## config.mk

```make
export PLATFORM = sky130hd
export DESIGN_NAME = inst_encoder
export DESIGN_NICKNAME = d
export VERILOG_FILES = /design/src/rtl/cu_pkg.sv /design/src/rtl/inst_fifo.sv /design/src/rtl/inst_encoder.sv
export SDC_FILE = /design/constraint.sdc
export NUM_CORES = 1
export LEC_CHECK = 0
export CAP_MARGIN = 20
export CORE_MARGIN = 3
export CORE_UTILIZATION = 60
export DETAILED_ROUTE_END_ITERATION = 7
export DONT_BUFFER_PORTS = 1
export HOLD_SLACK_MARGIN = 0.15
export PLACE_DENSITY = 0.77
export SYNTH_ARGS = -nofsm -noshare
export SYNTH_HDL_FRONTEND = slang
export SYNTH_SLANG_ARGS = --single-unit
```

## constraint.sdc

```tcl
create_clock -name clk -period 3.29 [get_ports clk]
set_input_delay 0.329 -clock clk [delete_from_list [all_inputs] [get_ports clk]]
set_output_delay 0.329 -clock clk [all_outputs]
set_load 0.01 [all_outputs]
```

## src/rtl/cu_pkg.sv

```systemverilog
// Shared control-unit definitions: 13-bit instruction layout, loader FSM states
// and the field packer used by both the loader and the decode model.
package cu_pkg;

    localparam int INST_W = 13;

    localparam logic [3:0] OP_LD = 4'b1110;
    localparam logic [3:0] OP_ST = 4'b1111;

    localparam int OPCODE_LSB = 9;
    localparam int OPA_LSB    = 6;
    localparam int OPB_LSB    = 3;
    localparam int DMADDR_LSB = 5;
    localparam int DEST_LSB   = 0;

    typedef enum logic [1:0] {
        ST_IDLE,
        ST_LOAD,
        ST_FLUSH,
        ST_DONE
    } enc_state_t;

    // Memory ops carry a data address where R-types carry two source registers.
    function automatic logic [INST_W-1:0] encode(
        input logic [3:0] opcode,
        input logic [2:0] opa,
        input logic [2:0] opb,
        input logic [2:0] dst,
        input logic [3:0] dmaddr
    );
        logic [INST_W-1:0] word;
        word = '0;
        word[OPCODE_LSB +: 4] = opcode;
        if (opcode == OP_LD || opcode == OP_ST) begin
            word[DMADDR_LSB +: 4] = dmaddr;
        end else begin
            word[OPA_LSB +: 3] = opa;
            word[OPB_LSB +: 3] = opb;
        end
        word[DEST_LSB +: 3] = dst;
        return word;
    endfunction

endpackage

```

## src/rtl/inst_fifo.sv

```systemverilog
// Synchronous FIFO for encoded instruction words; head is readable
// combinationally and reads as zero while the FIFO is empty.
module inst_fifo #(
    parameter int DEPTH = 4,
    parameter int WIDTH = 13
) (
    input  logic             clk,
    input  logic             rst,
    input  logic             i_push,
    input  logic             i_pop,
    input  logic [WIDTH-1:0] i_wdata,
    output logic [WIDTH-1:0] o_head,
    output logic             o_full,
    output logic             o_empty
);

    localparam int AW = $clog2(DEPTH);

    logic [WIDTH-1:0] r_mem [DEPTH];
    logic [AW:0]      r_wrPtr;
    logic [AW:0]      r_rdPtr;
    logic             w_doPush;
    logic             w_doPop;

    // Pointers carry one extra wrap bit so full and empty are distinguishable.
    assign o_empty  = (r_wrPtr == r_rdPtr);
    assign o_full   = (r_wrPtr[AW] != r_rdPtr[AW]) && (r_wrPtr[AW-1:0] == r_rdPtr[AW-1:0]);
    assign w_doPush = i_push && !o_full;
    assign w_doPop  = i_pop && !o_empty;
    assign o_head   = o_empty ? '0 : r_mem[r_rdPtr[AW-1:0]];

    always_ff @(posedge clk) begin
        if (rst) begin
            r_wrPtr <= '0;
            r_rdPtr <= '0;
        end else begin
            if (w_doPush) r_wrPtr <= r_wrPtr + (AW+1)'(1);
            if (w_doPop)  r_rdPtr <= r_rdPtr + (AW+1)'(1);
        end
    end

    always_ff @(posedge clk) begin
        if (w_doPush) r_mem[r_wrPtr[AW-1:0]] <= i_wdata;
    end

endmodule

```

## src/rtl/inst_encoder.sv

```systemverilog
// Instruction loader: packs field-level requests into 13-bit words and streams
// them into instruction memory from address 0. Overflow guard: INST_ENC_OVF_ERR_EN.
module inst_encoder
    import cu_pkg::*;
#(
    parameter int FIFO_DEPTH = 4,
    parameter int IMEM_AW    = 4
) (
    input  logic                clk,
    input  logic                rst,
    input  logic                start,
    input  logic                in_valid,
    output logic                in_ready,
    input  logic                in_last,
    input  logic [3:0]          opcode,
    input  logic [2:0]          operanda,
    input  logic [2:0]          operandb,
    input  logic [2:0]          dest,
    input  logic [3:0]          dmaddr,
    output logic                im_we,
    input  logic                im_ready,
    output logic [IMEM_AW-1:0]  im_addr,
    output logic [INST_W-1:0]   im_wdata,
    output logic                busy,
    output logic                done,
    output logic [IMEM_AW:0]    count,
    output logic                err
);

    enc_state_t         r_state;
    logic [IMEM_AW-1:0] r_addr;
    logic [IMEM_AW:0]   r_count;
    logic [INST_W-1:0]  w_word;
    logic [INST_W-1:0]  w_head;
    logic               w_full;
    logic               w_empty;
    logic               w_push;
    logic               w_pop;
    logic               w_active;
    logic               w_block;
    logic               w_wr;

    assign w_word   = encode(opcode, operanda, operandb, dest, dmaddr);
    assign w_active = (r_state == ST_LOAD) || (r_state == ST_FLUSH);
    assign in_ready = (r_state == ST_LOAD) && !w_full;
    assign w_push   = in_valid && in_ready;

`ifdef INST_ENC_OVF_ERR_EN
    localparam logic [IMEM_AW:0] CNT_LIMIT = (IMEM_AW+1)'(2**IMEM_AW);
    logic r_err;
    // Once memory is full, remaining words are drained without being written.
    assign w_block = w_active && !w_empty && (r_count == CNT_LIMIT);
    assign err     = r_err;
`else
    assign w_block = 1'b0;
    assign err     = 1'b0;
`endif

    assign im_we    = w_active && !w_empty && !w_block;
    assign w_wr     = im_we && im_ready;
    assign w_pop    = w_wr || w_block;
    assign im_addr  = r_addr;
    assign im_wdata = w_head;
    assign count    = r_count;
    assign busy     = (r_state != ST_IDLE);
    assign done     = (r_state == ST_DONE);

    inst_fifo #(
        .DEPTH (FIFO_DEPTH),
        .WIDTH (INST_W)
    ) u_fifo (
        .clk     (clk),
        .rst     (rst),
        .i_push  (w_push),
        .i_pop   (w_pop),
        .i_wdata (w_word),
        .o_head  (w_head),
        .o_full  (w_full),
        .o_empty (w_empty)
    );

    // Writes only occur in LOAD/FLUSH, so they never collide with the start clear.
    always_ff @(posedge clk) begin
        if (rst) begin
            r_state <= ST_IDLE;
            r_addr  <= '0;
            r_count <= '0;
`ifdef INST_ENC_OVF_ERR_EN
            r_err   <= 1'b0;
`endif
        end else begin
            case (r_state)
                ST_IDLE: begin
                    if (start) begin
                        r_addr  <= '0;
                        r_count <= '0;
`ifdef INST_ENC_OVF_ERR_EN
                        r_err   <= 1'b0;
`endif
                        r_state <= ST_LOAD;
                    end
                end
                ST_LOAD: begin
                    if (w_push && in_last) r_state <= ST_FLUSH;
                end
                ST_FLUSH: begin
                    if (w_empty) r_state <= ST_DONE;
                end
                ST_DONE: begin
                    r_state <= ST_IDLE;
                end
                default: r_state <= ST_IDLE;
            endcase
            if (w_wr) begin
                r_addr  <= r_addr + IMEM_AW'(1);
                r_count <= r_count + (IMEM_AW+1)'(1);
            end
`ifdef INST_ENC_OVF_ERR_EN
            if (w_block) r_err <= 1'b1;
`endif
        end
    end

endmodule

```

== After elaboration in Yosys (flattened, before gate mapping) ==
Memory sizes are Yosys's and may differ from the RTL's. A register that Yosys moved wholly into a read port is not among the register bits.
Cells that the tools add are included.

* Add/sub/neg operators: 4
* Equality and inequality tests: 11
* Muxes and demuxes: 17
* Reductions and logical operators: 18

{| class="wikitable"
|+ Operator list
! kind !! number
|-
| $mux 4 || 4
|-
| $mux 5 || 3
|-
| $mux 13 || 1
|-
| $mux 2 || 6
|-
| $eq 4x4->1 const B || 2
|-
| $logic_and 1x1->1 || 8
|-
| $pmux 2 s4 || 1
|-
| $add 3x1->3 const B || 2
|-
| $reduce_bool 2->1 || 3
|-
| $add 5x1->5 const B || 1
|-
| $add 4x1->4 const B || 1
|-
| $eq 2x2->1 const B || 2
|-
| $ne 2x1->1 const B || 2
|-
| $eq 3x3->1 || 1
|-
| $reduce_and 3->1 || 1
|-
| $eq 2x1->1 const B || 1
|-
| $eq 2x2->1 || 1
|-
| $logic_not 1->1 || 2
|-
| $logic_not 2->1 || 1
|-
| $logic_or 1x1->1 || 2
|-
| $mux 1 || 2
|-
| $ne 2x2->1 const B || 1
|-
| $reduce_and 2->1 || 1
|-
| $ne 1x1->1 || 1
|}

* Register bits after elaboration: 17
* Memory bits (writable): 52
* Input port bits: 23
* Output and inout port bits: 27
* Word-level logic and storage cells: 56
* Memories kept: 1

{| class="wikitable"
|+ Memories
! name !! words !! bits a word !! rd ports !! clocked after Yosys merged registers in !! write ports !! RTL line !! RTL
|-
| u_fifo.r_mem || 4 || 13 || 1 || 1 || 1 || inst_fifo.sv:19 || <nowiki>logic [WIDTH-1:0] r_mem [DEPTH];</nowiki>
|}

== Depth between registers and ports, before layout ==
* Depth after elaboration: 8
* Depth in mapped cells: 6

== Modules after synthesis ==
From an unflattened synthesis, not the netlist that was laid out.

* Cell total of the unflattened synthesis: 224
* Area total of the unflattened synthesis: 3210.6 um2

{| class="wikitable"
|+ Modules (own cells, without submodules)
! module !! instances !! cells each !! area each (um2)
|-
| inst_fifo || 1 || 150 || 2553.7
|-
| inst_encoder || 1 || 74 || 656.9
|}

== Worst setup path before layout ==
OpenSTA, ideal clock, no wires.

* Path kind: register -> register
* Start: register u_fifo.r_wrPtr[0]
* End: memory u_fifo.r_mem[3][0], enable pin
* Library setup time: 0.395 ns
* Arrival time: 1.478 ns
* Data required time: 2.895 ns
* Path slack: 1.417 ns
* Cell stages (with the launch flop): 3
* Path buffers: 0
* Clock period less this slack: 1.873 ns
* Path through: dfxtp_1 xnor2_1 a31oi_1

* Word-level cells in the longest chain between the ends: 8

{| class="wikitable"
|+ RTL lines
! item !! RTL line !! RTL
|-
| from (decl) || inst_fifo.sv:20 || <nowiki>logic [AW:0] r_wrPtr;</nowiki>
|-
| from (signal assigned) || inst_fifo.sv:37 || <nowiki>if (w_doPush) r_wrPtr <= r_wrPtr + (AW+1)'(1);</nowiki>
|-
| $eq 2x2->1 || inst_fifo.sv:27 || <nowiki>assign o_full = (r_wrPtr[AW] != r_rdPtr[AW]) && (r_wrPtr[AW-1:0] == r_rdPtr[AW-1:0]);</nowiki>
|-
| $logic_and 1x1->1 || inst_fifo.sv:27 ||
|-
| $logic_not 1->1 || inst_fifo.sv:28, inst_encoder.sv:45 ||
|-
| $logic_and 1x1->1 || inst_encoder.sv:45 || <nowiki>assign in_ready = (r_state == ST_LOAD) && !w_full;</nowiki>
|-
| $logic_and 1x1->1 || inst_encoder.sv:46 || <nowiki>assign w_push = in_valid && in_ready;</nowiki>
|-
| $logic_and 1x1->1 || inst_fifo.sv:28 || <nowiki>assign w_doPush = i_push && !o_full;</nowiki>
|-
| $mux 1 || inst_fifo.sv:43 || <nowiki>if (w_doPush) r_mem[r_wrPtr[AW-1:0]] <= i_wdata;</nowiki>
|-
| $mux 1 (not written as such) || inst_fifo.sv:43 ||
|-
| to (decl) || inst_fifo.sv:19 ||
|}

Parallel ways exist; a longest one is shown, timed or not.

==> impl_results.md <==
* Mapped cell area at 3120 sq um
* Final nets at 257
* Clk sink count at 71
* Die width at ~78 microns
* Crit Path Category: reg -> out
* Setup WS pre-CTS at 1150 ps
* First-pass GRT wire length at 9.177 mm
* CP Cell Sequence: mux4_2 > and2b_1
* Register area at 1942 sq um
* Yosys warnings at 0
* Final global-route overflow total at 0
* Setup TNS at 0 ps
* Post-synth EDFFs at 52
* WP data arrival at ~2100 ps
* Relative slew slack at 0.3101
* ANT nets after route at 0
* Via count at 1783
* CTS tree: yes
* Most frequent cells in the layout: 52 x edfxtp_1, 19 x dfxtp_1, 17 x nand3_1, 13 x mux4_2, 12 x ha_1
* Placer Congestion at 0.8086
* Post-synth ARST share at 0
* Data required, critical path at ~3000 ps
* Worst skew pair latency at about 350 ps
* Worst path bufs/invs at 0
* CP endpoint kind: output port
* Final min period at 2418 ps
* Largest net degree at the start of global routing at 17
* Min-Delay Path Class: in -> reg
* Clock-pin slew on the worst setup and hold paths at 80 ps
* Boundary Pins at 50
* Final instance area at 3503 sq um
* Core area at 4880 sq um
* PortBufs at 0
* Fillers at 332
* GRT Util Overall at 0.2058
* Die span in y at 78.12 microns
* Vias in the first global route at 1752
* Most common cell after layout, fill and taps aside: edfxtp_1
* Max cap viols at 0
* Average wire per cell in the routed design at 19.69 microns
* DRT iter0 DRCs at 147
* Row count at 25
* Slew Limit Fails at 0
* Final wirelength at 5.790 mm
* CP top delay family: flip-flops
* DPL Wire Length at 3.805 mm
* Least-Margin Pin Slew at 1032 ps
* Clock skew at 7.154 ps
* Layout cells sized above 1 at 0.1718
* Period utilization at 0.7349
* Ant diodes at 0
* Syn Area/Cell at 14.86 sq um
* CTS max path bufs at 2
* Peak supply drop at 0.5640 mV
* DRC violations left at 0
* P per Cell Area at 658.1 nW/um^2
* Top_reg_cell synth: edfxtp_1
* CTS H-tree lvls at 3
* Via/cell ratio at 6.065
* Root Buffer: clkbuf_8
* Slowest library cell on the worst path: dfxtp_1
* Area Overhead vs Synth at 12.27%
* RSZ-0062 raised after global routing: no
* Placed Area at between 3000 and 4000 sq um
* FF+latch count, synth at 71
* Status: finished clean
* Initial Util at 0.6395
* Setup-failing EPs final at 0
* Die ar. at 6102 sq um
* Maximum fanout along the worst path at 13
* Leakage at 1.190 nW
* PostCTS Resize Cnt at 0
* Footprint of the multi-input gates at 1116 sq um
* CP startpoint kind: flip-flop
* Register area share after synthesis at 0.6223
* Worst setup margin at 872.1 ps
* Fmax at 413.6 MHz
* Detailed Routing Iterations Pass 1 at 4
* Endpoints failing hold at 0
* Initial antenna violation count at 0
* Post-Syn Instances at 210
* Cts bufs inserted at 9
* Synth cell types at 33
* Max incr delay on CP at 900 ps
* Syn_nets at 245
==> per-layer routing <==
metal,part of all wire,vias to the layer above,routed length (microns),GRT usage
li1,-,814,-,-
met1,0.40,876,2335,0.2544
met2,0.50,75,2899,0.3305
met3,0.068,18,395,0.05390
met4,0.027,0,159,0.1154
met5,0,-,0,0
==> metrics by stage <==
step	utilization	hold WS (ps)	instances	total power, W
finish	0.7179	156.1	294	0.002306
global placement	0.6515	402.4	270	0.001445
floorplan	-	427.9	210	0.001383
detailed placement	0.6515	405.0	270	0.001469
CTS	0.7179	152.0	294	0.002307
global route	0.7179	158.6	294	0.002396
==> cells in the mapped netlist, drive strengths merged, types with 5 or more instances <==
| library cell | number | area share |
|---|---|---|
| edfxtp | 52 | 0.50 |
| nor2b | 5 | 0.010 |
| inv | 8 | 0.0096 |
| a31oi | 8 | 0.016 |
| nand3 | 17 | 0.027 |
| and2 | 5 | 0.010 |
| ha | 12 | 0.048 |
| mux4 | 13 | 0.094 |
| nand2 | 7 | 0.0084 |
| and2b | 9 | 0.022 |
| a21oi | 6 | 0.0096 |
| nand2b | 5 | 0.010 |
| nor2 | 5 | 0.0060 |
| dfxtp | 19 | 0.12 |
| xnor2 | 5 | 0.014 |
==> path summary, 6_finish.rpt <==
| check | from | end | slack, ps | cells after the start |
|---|---|---|---|---|
| max | flip-flop | im_wdata[1] | 870 | 2 |
| min | rst | r_state[0] | 160 | 2 |
| max reg2reg | r_state[1] | u_fifo.r_mem[0][6] | 1130 | 5 |
| min reg2reg | r_state[0] | r_state[0] | 520 | 2 |
==> cells by family (layout without fill, tap and decap cells) <==
kind of cell,after synthesis,after routing,share of synthesized area
DFF,71,71,0.6223
and+or+nand+nor,62,62,0.1127
AOI/OAI and AO/OA,20,20,0.04932
muxes,20,20,0.1179
buffers and inverters,16,33,0.02366
adders and majority gates,12,12,0.04811
xor gates and xnor gates,8,8,0.02486
other,1,1,0.001202
==> flip-flops by register name, indices dropped and copies added (netlist names), named ones only <==
name,flops
r_state,2
count,5
u_fifo.r_mem,52
u_fifo.r_rdPtr,3
u_fifo.r_wrPtr,3
im_addr,4
==> power breakdown <==
part / switching (W) / total (W) / internal, W
clock: 0.000338 / 0.000844 / 0.000506
combinational: 0.000239 / 0.000401 / 0.000161
sequential: 0.0000433 / 0.00106 / 0.00102
total: 0.000621 / 0.00231 / 0.00169
==> repair_timing <==
| item | 4_1_cts | 5_1_grt |
|---|---|---|
| hold endpoints to repair | 45 | 0 |
| setup endpoints to repair | 0 | 0 |
| setup buffers | 0 | 0 |
| hold buffers | 8 | 0 |
==> layout make-up <==
cell class | instances | share of cell area
Sequential cell | 71 | 0.5543
Multi-Input combinational cell | 123 | 0.3186
Clock buffer | 9 | 0.03536
Inverter | 8 | 0.008571
Clock inverter | 7 | 0.03429
Timing Repair Buffer | 9 | 0.02500
Tap cell | 67 | 0.02393
Power figures use the tool's default switching activity.
